**config.mk**
```make
export PLATFORM = sky130hd
export DESIGN_NAME = mem_stage
export DESIGN_NICKNAME = d
export VERILOG_FILES = /design/src/rtl/mem_stage.sv
export SDC_FILE = /design/constraint.sdc
export NUM_CORES = 1
export LEC_CHECK = 0
export BUFFER_PORTS_ARGS = -buffer_cell sky130_fd_sc_hd__buf_4
export CAP_MARGIN = 30
export CELL_PAD_IN_SITES_DETAIL_PLACEMENT = 2
export CELL_PAD_IN_SITES_GLOBAL_PLACEMENT = 2
export CORE_MARGIN = 4
export CORE_UTILIZATION = 30
export CTS_CLUSTER_DIAMETER = 100
export DETAILED_ROUTE_END_ITERATION = 10
export GPL_TIMING_DRIVEN = 0
export HOLD_SLACK_MARGIN = 0.1
export PLACE_DENSITY = 0.91
export RECOVER_POWER = 50
export SLEW_MARGIN = 20
export SYNTH_ARGS = -nofsm -noshare
export SYNTH_HDL_FRONTEND = slang
export SYNTH_SLANG_ARGS = --single-unit
```
**constraint.sdc**
```tcl
create_clock -name clk -period 3.9 [get_ports clk]
set_input_delay 0 -clock clk [delete_from_list [all_inputs] [get_ports clk]]
set_output_delay 0 -clock clk [all_outputs]
set_load 0.01 [all_outputs]
```
**src/rtl/mem_stage.sv**
```systemverilog
// MEM pipeline stage: EX/MEM register, data-memory req/ack sequencer with timeout, MEM/WB register.
// Optional MEM_MISALIGN_TRAP_EN: misaligned H/W accesses raise an error instead of issuing a request.
module mem_stage #(
    parameter int unsigned MEM_TIMEOUT = 255
) (
    input  logic        clk,
    input  logic        rst,
    input  logic [31:0] EX_alu_res,
    input  logic [31:0] EX_mem_din,
    input  logic        EX_vld,
    input  logic [4:0]  EX_mem_ctrl,
    input  logic [4:0]  EX_rd,
    input  logic        EX_wb_en,
    output logic        mem_req,
    output logic        mem_we,
    output logic [31:0] mem_addr,
    output logic [31:0] mem_wdata,
    output logic [3:0]  mem_be,
    input  logic [31:0] mem_rdata,
    input  logic        mem_ack,
    output logic [31:0] MEM_data,
    output logic        MEM_busy,
    output logic [31:0] MEM_WB_data,
    output logic [4:0]  MEM_WB_rd,
    output logic        MEM_WB_wb_en,
    output logic        MEM_WB_vld,
    output logic        MEM_WB_err
);

    typedef enum logic [0:0] {StIdle, StAccess} state_e;

    localparam logic [7:0] TimeoutCnt = 8'(MEM_TIMEOUT);

    logic        exm_vld_q;
    logic [31:0] exm_alu_q;
    logic [31:0] exm_din_q;
    logic [4:0]  exm_ctrl_q;
    logic [4:0]  exm_rd_q;
    logic        exm_wb_en_q;

    state_e      state_q, state_d;
    logic [7:0]  cnt_q, cnt_d;

    logic        is_load, is_store, is_unsigned;
    logic [1:0]  size, lane;
    logic        misalign, mem_op, start, abort;
    logic [3:0]  be;
    logic [7:0]  ld_byte;
    logic [15:0] ld_half;
    logic [31:0] ld_val;
    logic        wb_err;

    // Load wins when both load and store are requested.
    assign is_load     = exm_ctrl_q[4];
    assign is_store    = exm_ctrl_q[3] & ~exm_ctrl_q[4];
    assign is_unsigned = exm_ctrl_q[2];
    assign size        = exm_ctrl_q[1:0];
    assign lane        = exm_alu_q[1:0];

`ifdef MEM_MISALIGN_TRAP_EN
    assign misalign = ((size == 2'b01) & lane[0]) | (size[1] & (lane != 2'b00));
`else
    assign misalign = 1'b0;
`endif

    assign mem_op = exm_vld_q & (is_load | is_store);
    assign start  = mem_op & ~misalign;

    always_ff @(posedge clk or negedge rst) begin
        if (!rst) begin
            exm_vld_q   <= 1'b0;
            exm_alu_q   <= 32'd0;
            exm_din_q   <= 32'd0;
            exm_ctrl_q  <= 5'd0;
            exm_rd_q    <= 5'd0;
            exm_wb_en_q <= 1'b0;
        end else if (!MEM_busy) begin
            exm_vld_q   <= EX_vld;
            exm_alu_q   <= EX_alu_res;
            exm_din_q   <= EX_mem_din;
            exm_ctrl_q  <= EX_mem_ctrl;
            exm_rd_q    <= EX_rd;
            exm_wb_en_q <= EX_wb_en;
        end
    end

    always_ff @(posedge clk or negedge rst) begin
        if (!rst) begin
            state_q <= StIdle;
            cnt_q   <= 8'd0;
        end else begin
            state_q <= state_d;
            cnt_q   <= cnt_d;
        end
    end

    // The counter holds the number of req-without-ack cycles seen so far for this access.
    always_comb begin
        state_d = state_q;
        cnt_d   = cnt_q;
        mem_req = 1'b0;
        abort   = 1'b0;
        case (state_q)
            StIdle: begin
                cnt_d = 8'd0;
                if (start) begin
                    mem_req = 1'b1;
                    if (!mem_ack) begin
                        state_d = StAccess;
                        cnt_d   = 8'd1;
                    end
                end
            end
            StAccess: begin
                mem_req = 1'b1;
                if (mem_ack) begin
                    state_d = StIdle;
                    cnt_d   = 8'd0;
                end else if (cnt_q == TimeoutCnt) begin
                    abort   = 1'b1;
                    state_d = StIdle;
                    cnt_d   = 8'd0;
                end else begin
                    cnt_d = cnt_q + 8'd1;
                end
            end
            default: begin
                state_d = StIdle;
                cnt_d   = 8'd0;
            end
        endcase
    end

    assign MEM_busy = mem_req & ~mem_ack & ~abort;
    assign MEM_data = exm_alu_q;

    always_comb begin
        be        = 4'b1111;
        mem_wdata = exm_din_q;
        case (size)
            2'b00: begin
                be        = 4'b0001 << lane;
                mem_wdata = {4{exm_din_q[7:0]}};
            end
            2'b01: begin
                be        = lane[1] ? 4'b1100 : 4'b0011;
                mem_wdata = {2{exm_din_q[15:0]}};
            end
            default: begin
                be        = 4'b1111;
                mem_wdata = exm_din_q;
            end
        endcase
    end

    assign mem_we   = mem_req & is_store;
    assign mem_be   = mem_req ? be : 4'b0000;
    assign mem_addr = {exm_alu_q[31:2], 2'b00};

    always_comb begin
        ld_byte = mem_rdata[7:0];
        case (lane)
            2'b00:   ld_byte = mem_rdata[7:0];
            2'b01:   ld_byte = mem_rdata[15:8];
            2'b10:   ld_byte = mem_rdata[23:16];
            default: ld_byte = mem_rdata[31:24];
        endcase
    end

    assign ld_half = lane[1] ? mem_rdata[31:16] : mem_rdata[15:0];

    always_comb begin
        ld_val = mem_rdata;
        case (size)
            2'b00:   ld_val = {{24{~is_unsigned & ld_byte[7]}}, ld_byte};
            2'b01:   ld_val = {{16{~is_unsigned & ld_half[15]}}, ld_half};
            default: ld_val = mem_rdata;
        endcase
    end

    assign wb_err = abort | (mem_op & misalign);

    always_ff @(posedge clk or negedge rst) begin
        if (!rst) begin
            MEM_WB_data  <= 32'd0;
            MEM_WB_rd    <= 5'd0;
            MEM_WB_wb_en <= 1'b0;
            MEM_WB_vld   <= 1'b0;
            MEM_WB_err   <= 1'b0;
        end else if (!MEM_busy) begin
            MEM_WB_data  <= (exm_vld_q & is_load & ~wb_err) ? ld_val : exm_alu_q;
            MEM_WB_rd    <= exm_rd_q;
            MEM_WB_wb_en <= exm_wb_en_q & exm_vld_q & ~wb_err & ~is_store;
            MEM_WB_vld   <= exm_vld_q;
            MEM_WB_err   <= wb_err;
        end
    end

endmodule
```
==> flow_metrics.py, run 1 <==
metrics = {
    "timing": {
        "holdWs_ns": 0.145,
        "clock-skew-final_ns": 0.0178,
        "setup_tns_ns": 0,
        "finalSetupViolCount": 0,
        "post-route-period-util": 0.761,
        "fin_ws_ns": 0.933,
        "maxSlewHeadroom": -0.315,
        "rsz0062_at_grt": "no",
        "hold_viol": 0,
        "finalMaxSlewViolations": 76,
        "min_period_ns": 2.97,
        "fmax_ghz": 0.337,
        "worst_pin_slew_ns": 1.97,
    },
    "clock_tree": {
        "clock_sinks": 125,
        "cts_buffers": 17,
        "cts_resized": 0,
        "cts.clk_slew.worst_paths_ns": 0.06,
        "post-cts-setup-buffers": 0,
        "htree_levels": 4,
        "cts-root-buf": "clkbuf_16",
        "clock_latency_ns": 0.43,
        "tritoncts": "yes",
        "clock_path_buffers": 2,
    },
    "setup_path": {
        "cpMaxStageDelayCell": "dlygate4sd3_1",
        "critPathKind": "reg2reg",
        "cp_cell_sequence": "clkbuf_1 > nor2_2 > and2_1 > clkbuf_1 > a222oi_1 > dlygate4sd3_1 > o21ai_0",
        "arrival_ns": 3.28,
        "cp_max_fo": 10,
        "cp-start-kind": "flip-flop",
        "cp_common_cell": "clkbuf_1",
        "cp_num_cells": 7,
        "reg2reg_to": "MEM_WB_data[0]$_DFFE_PN0N_",
        "cp.required_ns": 4.21,
        "r2r_slack_ns": 0.93,
        "slowest_delay_ns": 0.67,
        "r2r-start": "exm_ctrl_q[0]$_DFFE_PN0N_",
        "critPathTopFamily": "buffers and inverters",
        "ff2ff_path_depth": 7,
        "path_buf_inv": 3,
        "end_kind": "flip-flop",
    },
    "power": {
        "leakagePower_uw": 0.00483,
        "p_sw_uw": 3790,
        "p_comb_frac": 0.507,
        "vdd_drop_max_v": 0.000410,
        "power_switching_share": 0.454,
        "p_per_area_nw_per_um2": 855,
        "intPower_uw": 4560,
        "clkPwrFrac": 0.199,
        "seq_power_share": 0.293,
    },
    "drt": {
        "drc": 0,
        "routedWlPerCell_um": 26.2,
        "antenna_left": 0,
        "drt-initial-drc-count": 475,
        "first_pass_iters": 6,
        "via_count": 6838,
        "wirelength_mm": 34.9,
        "viasPerCell": 5.13,
    },
    "logic_synthesis": {
        "syn_area_um2": 6130,
        "synth_edf_count": 0,
        "synth_most_common_cell": "nand2_1",
        "yosysWarnings": 0,
        "synthFlopType": "dfrtp_1",
        "synth.avg_cell_area_um2": 9.12,
        "yosysTopAreaCell": "dfrtp_1",
        "yosysSeqAreaShare": 0.511,
        "synthCells": 672,
        "synthDistinctLibCells": 43,
        "synth_seq_cells": 125,
        "synth.top_cell.area_share": 0.511,
        "synth_area_leaders": "dfrtp_1 51%, nand2_1 17%, buf_4 5.0%",
        "synthArstFlopShare": 1.00,
        "synthTopCellsByCount": "270 x nand2_1, 125 x dfrtp_1, 41 x buf_4, 30 x a22oi_1, 30 x o21ai_0",
    },
    "flow_run": {
        "drv_cap": 1,
    },
    "die": {
        "die_h_um": 151,
        "num_io_pins": 254,
        "dieArea_um2": 22800,
        "core_um2": 20200,
        "die_w_um": 151,
        "start_util": 0.304,
        "row_count": 52,
    },
    "place": {
        "finalWeightedCongestion": 0.795,
        "pre_cts_ws_ns": 1.62,
        "postPlaceCellArea_um2": 8390,
        "io_buffers": 251,
        "dpl.hpwl_mm": 20.3,
    },
    "grt": {
        "grt_pass1_wl_mm": 52.0,
        "grt_max_degree": 76,
        "antenna_found_initial": 1,
        "grt_pass1_vias": 8136,
        "grt_use_total": 0.308,
        "grt_overflow": 0,
    },
    "min_path": {
        "hold_start": "mem_rdata[12]",
        "whs_path_depth": 4,
        "hold_path_class": "in2reg",
        "worstHoldEndpoint": "MEM_WB_data[4]$_DFFE_PN0N_",
    },
    "final_layout": {
        "finalInstanceArea_um2": 9760,
        "synthToLayoutAreaGrowth_pct": 59.3,
        "final_util": 0.484,
        "fill_cells": 2216,
        "fin_nets": 1162,
        "drive_gt1_frac": 0.293,
    },
    "outcome": {
        "status": "finished, violations left",
        "violations": "capacitance limit, slew limit",
    },
}
## worst max path at each step
stage                                        endpoint                 startpoint  slack, ns
final                      MEM_WB_data[0]$_DFFE_PN0N_  exm_ctrl_q[0]$_DFFE_PN0N_       0.93
after global routing       MEM_WB_data[0]$_DFFE_PN0N_  exm_ctrl_q[0]$_DFFE_PN0N_       0.88
after CTS                  MEM_WB_data[0]$_DFFE_PN0N_  exm_ctrl_q[0]$_DFFE_PN0N_       1.28
after detailed placement  MEM_WB_data[25]$_DFFE_PN0N_    MEM_data[1]$_DFFE_PN0N_       1.62
after global placement    MEM_WB_data[29]$_DFFE_PN0N_    MEM_data[1]$_DFFE_PN0N_       1.69
after floorplan           MEM_WB_data[11]$_DFFE_PN0N_         cnt_q[0]$_DFF_PN0_       2.12
## per-layer routing
layer | part of all wire | track usage
met1 | 0.37 | 0.339
met2 | 0.53 | 0.567
met3 | 0.057 | 0.0619
met4 | 0.042 | 0.141
met5 | 0 | 0
## worst register-to-register path, cell delays in order, from the launching register on
cell and delay (ns):
dfrtp_1 0.37, clkbuf_1 0.20, nor2_2 0.63, and2_1 0.27, clkbuf_1 0.31, a222oi_1 0.19
dlygate4sd3_1 0.67, o21ai_0 0.23
## metrics by stage
stage / cells / power, µW
finish: 1333 / 8350
global route: 1333 / 8800
CTS: 1332 / 8310
detailed placement: 1195 / 6480
global placement: 1194 / 6260
floorplan: 673 / 4340
## state kept, by name, indices dropped and copies added (netlist names), 5 cells and up
signal / cells
MEM_WB_data: 32
exm_din_q: 32
exm_ctrl_q: 5
MEM_WB_rd: 5
cnt_q: 8
exm_rd_q: 5
MEM_data: 32
## logic make-up (layout without fill, tap and decap cells)
kind of cell,count (synthesis),in the layout,share of synthesized area
simple gates,323,323,0.217
compound gates,100,100,0.119
flops,125,125,0.511
xor+xnor,5,5,0.00715
other cells,1,3,0.000612
fa+ha+maj,1,1,0.00204
mux,32,32,0.0590
buf+inv,85,474,0.0854
## placed cells by master (no fill, tap or decap), drive strengths merged, types with 3 or more instances in the layout
master       netlist  layout
dfrtp            125     125
nor2b              8       8
nand2            270     270
mux2i              8       8
a222oi             8       8
o21ai             36      36
a221o              9       9
buf               68     251
clkinv             0       6
and2               3       3
a22oi             30      30
a21oi              4       4
a22o               7       7
clkbuf            11     101
xnor2              3       3
nor2              11      11
inv                6       7
dlygate4sd3        0     105
nand3             22      22
bufinv             0       3
or3                3       3
mux2              23      23
## final cells by class
cell class / count / area, µm² / area share
Sequential cell: 125 / 3130 / 0.320
Timing Repair Buffer: 358 / 2710 / 0.278
Multi-Input combinational cell: 463 / 2480 / 0.254
Buffer: 79 / 500 / 0.0513
Clock buffer: 20 / 437 / 0.0447
Tap cell: 270 / 338 / 0.0346
Clock inverter: 11 / 144 / 0.0147
Inverter: 6 / 22.5 / 0.00231
Antenna cell: 1 / 2.50 / 0.000256
## power groups by stage
stage	Combinational, µW	Sequential (µW)	Clock [µW]
finish	4230	2450	1660
global route	4550	2520	1740
CTS	4290	2380	1640
detailed placement	4100	2380	0
global placement	3920	2330	0
floorplan	1960	2370	0
## timing repair
item	in CTS	in global routing
hold endpoints to repair	231	0
setup endpoints to repair	0	0
hold buffers	106	0
Note: power is estimated with default switching activity, not from simulation.
==> run 2, diff against run 1 <==
- ABC_AREA: unset -> 1
- CORE_UTILIZATION: 30 -> 24
- PLACE_DENSITY: 0.91 -> 0.81
- clock period: 3.9 -> 2.4 ns (I/O delays scaled with it)
==> flow_metrics.py, run 2 <==
metrics = {
    "grt": {
        "grt_use_total": 0.230,
        "grt_max_degree": 79,
        "antenna_found_initial": 2,
        "grt_pass1_wl_mm": 51.2,
        "grt_pass1_vias": 8447,
        "grt_overflow": 0,
    },
    "clock_tree": {
        "htree_levels": 4,
        "clock_sinks": 125,
        "cts-root-buf": "clkbuf_16",
        "clock_path_buffers": 2,
        "cts.clk_slew.worst_paths_ns": 0.06,
        "cts_buffers": 17,
        "post-cts-setup-buffers": 0,
        "clock_latency_ns": 0.44,
        "tritoncts": "yes",
    },
    "logic_synthesis": {
        "yosysTopAreaCell": "dfrtp_1",
        "synth_area_leaders": "dfrtp_1 48%, nand2_1 22%, buf_4 6.0%",
        "synthArstFlopShare": 1.00,
        "synth_edf_count": 0,
        "synthTopCellsByCount": "377 x nand2_1, 125 x dfrtp_1, 60 x nor2_1, 52 x buf_4, 48 x nand3_1",
        "synthFlopType": "dfrtp_1",
        "synth.top_cell.area_share": 0.483,
        "synthDistinctLibCells": 34,
        "synth_seq_cells": 125,
        "synthCells": 857,
        "synth.avg_cell_area_um2": 7.55,
        "yosysSeqAreaShare": 0.483,
        "syn_area_um2": 6470,
        "yosysWarnings": 0,
        "synth_most_common_cell": "nand2_1",
    },
    "die": {
        "core_um2": 26300,
        "num_io_pins": 254,
        "dieArea_um2": 29600,
        "die_w_um": 172,
        "start_util": 0.246,
        "die_h_um": 172,
        "row_count": 59,
    },
    "setup_path": {
        "end_kind": "flip-flop",
        "cp.required_ns": 2.77,
        "critPathKind": "reg2reg",
        "cp_max_fo": 19,
        "cp-start-kind": "flip-flop",
        "arrival_ns": 2.52,
    },
    "timing": {
        "setup_tns_ns": 0,
        "hold_viol": 0,
        "fin_ws_ns": 0.246,
        "maxSlewHeadroom": 0.457,
        "finalSetupViolCount": 0,
        "worst_pin_slew_ns": 0.814,
        "finalMaxSlewViolations": 0,
        "fmax_ghz": 0.464,
        "clock-skew-final_ns": 0.0168,
        "rsz0062_at_grt": "no",
        "min_period_ns": 2.15,
        "post-route-period-util": 0.897,
    },
    "power": {
        "power_switching_share": 0.472,
        "vdd_drop_max_v": 0.000413,
        "seq_power_share": 0.274,
        "clkPwrFrac": 0.177,
        "p_comb_frac": 0.549,
        "leakagePower_uw": 0.00522,
        "intPower_uw": 7440,
        "p_per_area_nw_per_um2": 1380,
        "p_sw_uw": 6660,
    },
    "final_layout": {
        "drive_gt1_frac": 0.244,
        "layout_commonest_cell": "nand2_1",
        "fin_nets": 1352,
        "synthToLayoutAreaGrowth_pct": 57.9,
        "multiInputGateArea_um2": 2620,
        "instances_no_fill": 1588,
        "final_cell_mix": "377 x nand2_1, 206 x buf_4, 125 x dfrtp_1",
        "seq_area_um2": 3130,
        "fill_cells": 3066,
    },
    "drt": {
        "antenna_left": 0,
        "viasPerCell": 4.62,
        "drc": 0,
        "via_count": 7344,
        "first_pass_iters": 4,
        "routedWlPerCell_um": 21.2,
        "wirelength_mm": 33.7,
        "drt-initial-drc-count": 328,
    },
    "flow_run": {
        "drv_cap": 0,
    },
    "outcome": {
        "status": "finished clean",
    },
    "place": {
        "io_buffers": 251,
        "pre_cts_ws_ns": 0.306,
        "finalWeightedCongestion": 0.818,
        "dpl.hpwl_mm": 22.9,
        "placed_cells": 1445,
    },
    "min_path": {
        "hold_path_class": "in2reg",
    },
}
[run 2: cell types whose count changed in the layout (fill, tap and decap cells not counted), sizes merged, moves of 9 or more]
cell    previous run  this run
nand2            270       384
a22oi             30         0
mux2              23         0
buf              251       229
clkbuf           101       127
nor2              11        68
a21oi              4        20
inv                7        42
a221o              9         0
o21ai             36        56
nand3             22        51
[run 2: stage by stage]
step           total power [µW]  hold WS [ns]  utilization  cell area, µm²
2_1_floorplan              7790        -0.296            -            6470
3_3_place_gp              11600         0.196        0.334            8780
3_5_place_dp              11900       -0.0626        0.335            8810
4_1_cts                   14600         0.286        0.399           10500
5_1_grt                   15200         0.302        0.389           10200
6_report                  14100         0.306        0.389           10200
[run 2: final timing paths]
check | startpoint | to | slack [ns] | cells after the start
worst min register to register | exm_din_q[22]$_DFFE_PN0N_ | exm_din_q[22]$_DFFE_PN0N_ | 0.48 | 2
min in group asynchronous | rst | MEM_WB_data[1]$_DFFE_PN0N_ | 0.72 | 3
worst max-delay path | cnt_q[0]$_DFF_PN0_ | exm_din_q[29]$_DFFE_PN0N_ | 0.25 | 10
worst max register to register | cnt_q[0]$_DFF_PN0_ | exm_din_q[29]$_DFFE_PN0N_ | 0.25 | 10
worst min-delay path | EX_alu_res[4] | MEM_data[4]$_DFFE_PN0N_ | 0.31 | 4
max in group asynchronous | rst | exm_din_q[15]$_DFFE_PN0N_ | 0.80 | 4
[run 2: cells by family after synthesis]
kind of cell    after synthesis  share of synthesized area
flops                       125                      0.483
xor+xnor                      1                    0.00135
other cells                   1                   0.000580
buf+inv                     125                      0.112
compound gates               84                     0.0679
simple gates                520                      0.333
fa+ha+maj                     1                    0.00193
[run 2: repair_timing]
| item | in CTS | in global routing |
|---|---|---|
| endpoints found under the hold margin | 244 | 0 |
| hold buffers | 112 | 0 |
| setup endpoints to repair | 1 | 1 |
| resized for setup | 1 | 0 |
| cloned | 0 | 0 |
[run 2: area by class of cell]
class	count	area share
antenna	1	0.000245
buffer	82	0.0551
clock buffer	21	0.0441
clock inverter	10	0.00919
inverter	42	0.0157
multi-input combinational	608	0.257
sequential	125	0.306
tap	335	0.0410
timing repair buffer	364	0.272
[run 2: power by group through the flow]
stage | combinational, µW | clock, µW | sequential [µW]
after global routing | 8560 | 2650 | 3990
after global placement | 7730 | 0 | 3820
after detailed placement | 7980 | 0 | 3870
after CTS | 8200 | 2540 | 3850
final | 7740 | 2500 | 3860
after floorplan | 3900 | 0 | 3900
[run 2: routing by layer]
layer,vias to the layer above,part of all wire,GRT usage
li1,3406,-,-
met1,3701,0.41,0.273
met2,209,0.52,0.418
met3,26,0.060,0.0615
met4,2,0.0097,0.0437
met5,-,0.00021,0
[run 2: critical path, cell delays in order (launching register included)]
cell	delay, ns
dfrtp_1	0.40
ha_1	0.23
nand2_1	0.12
nor2_2	0.07
nand2_1	0.11
nand2_4	0.09
nand2_2	0.15
buf_4	0.35
buf_2	0.34
nand2_1	0.12
nand2_1	0.10
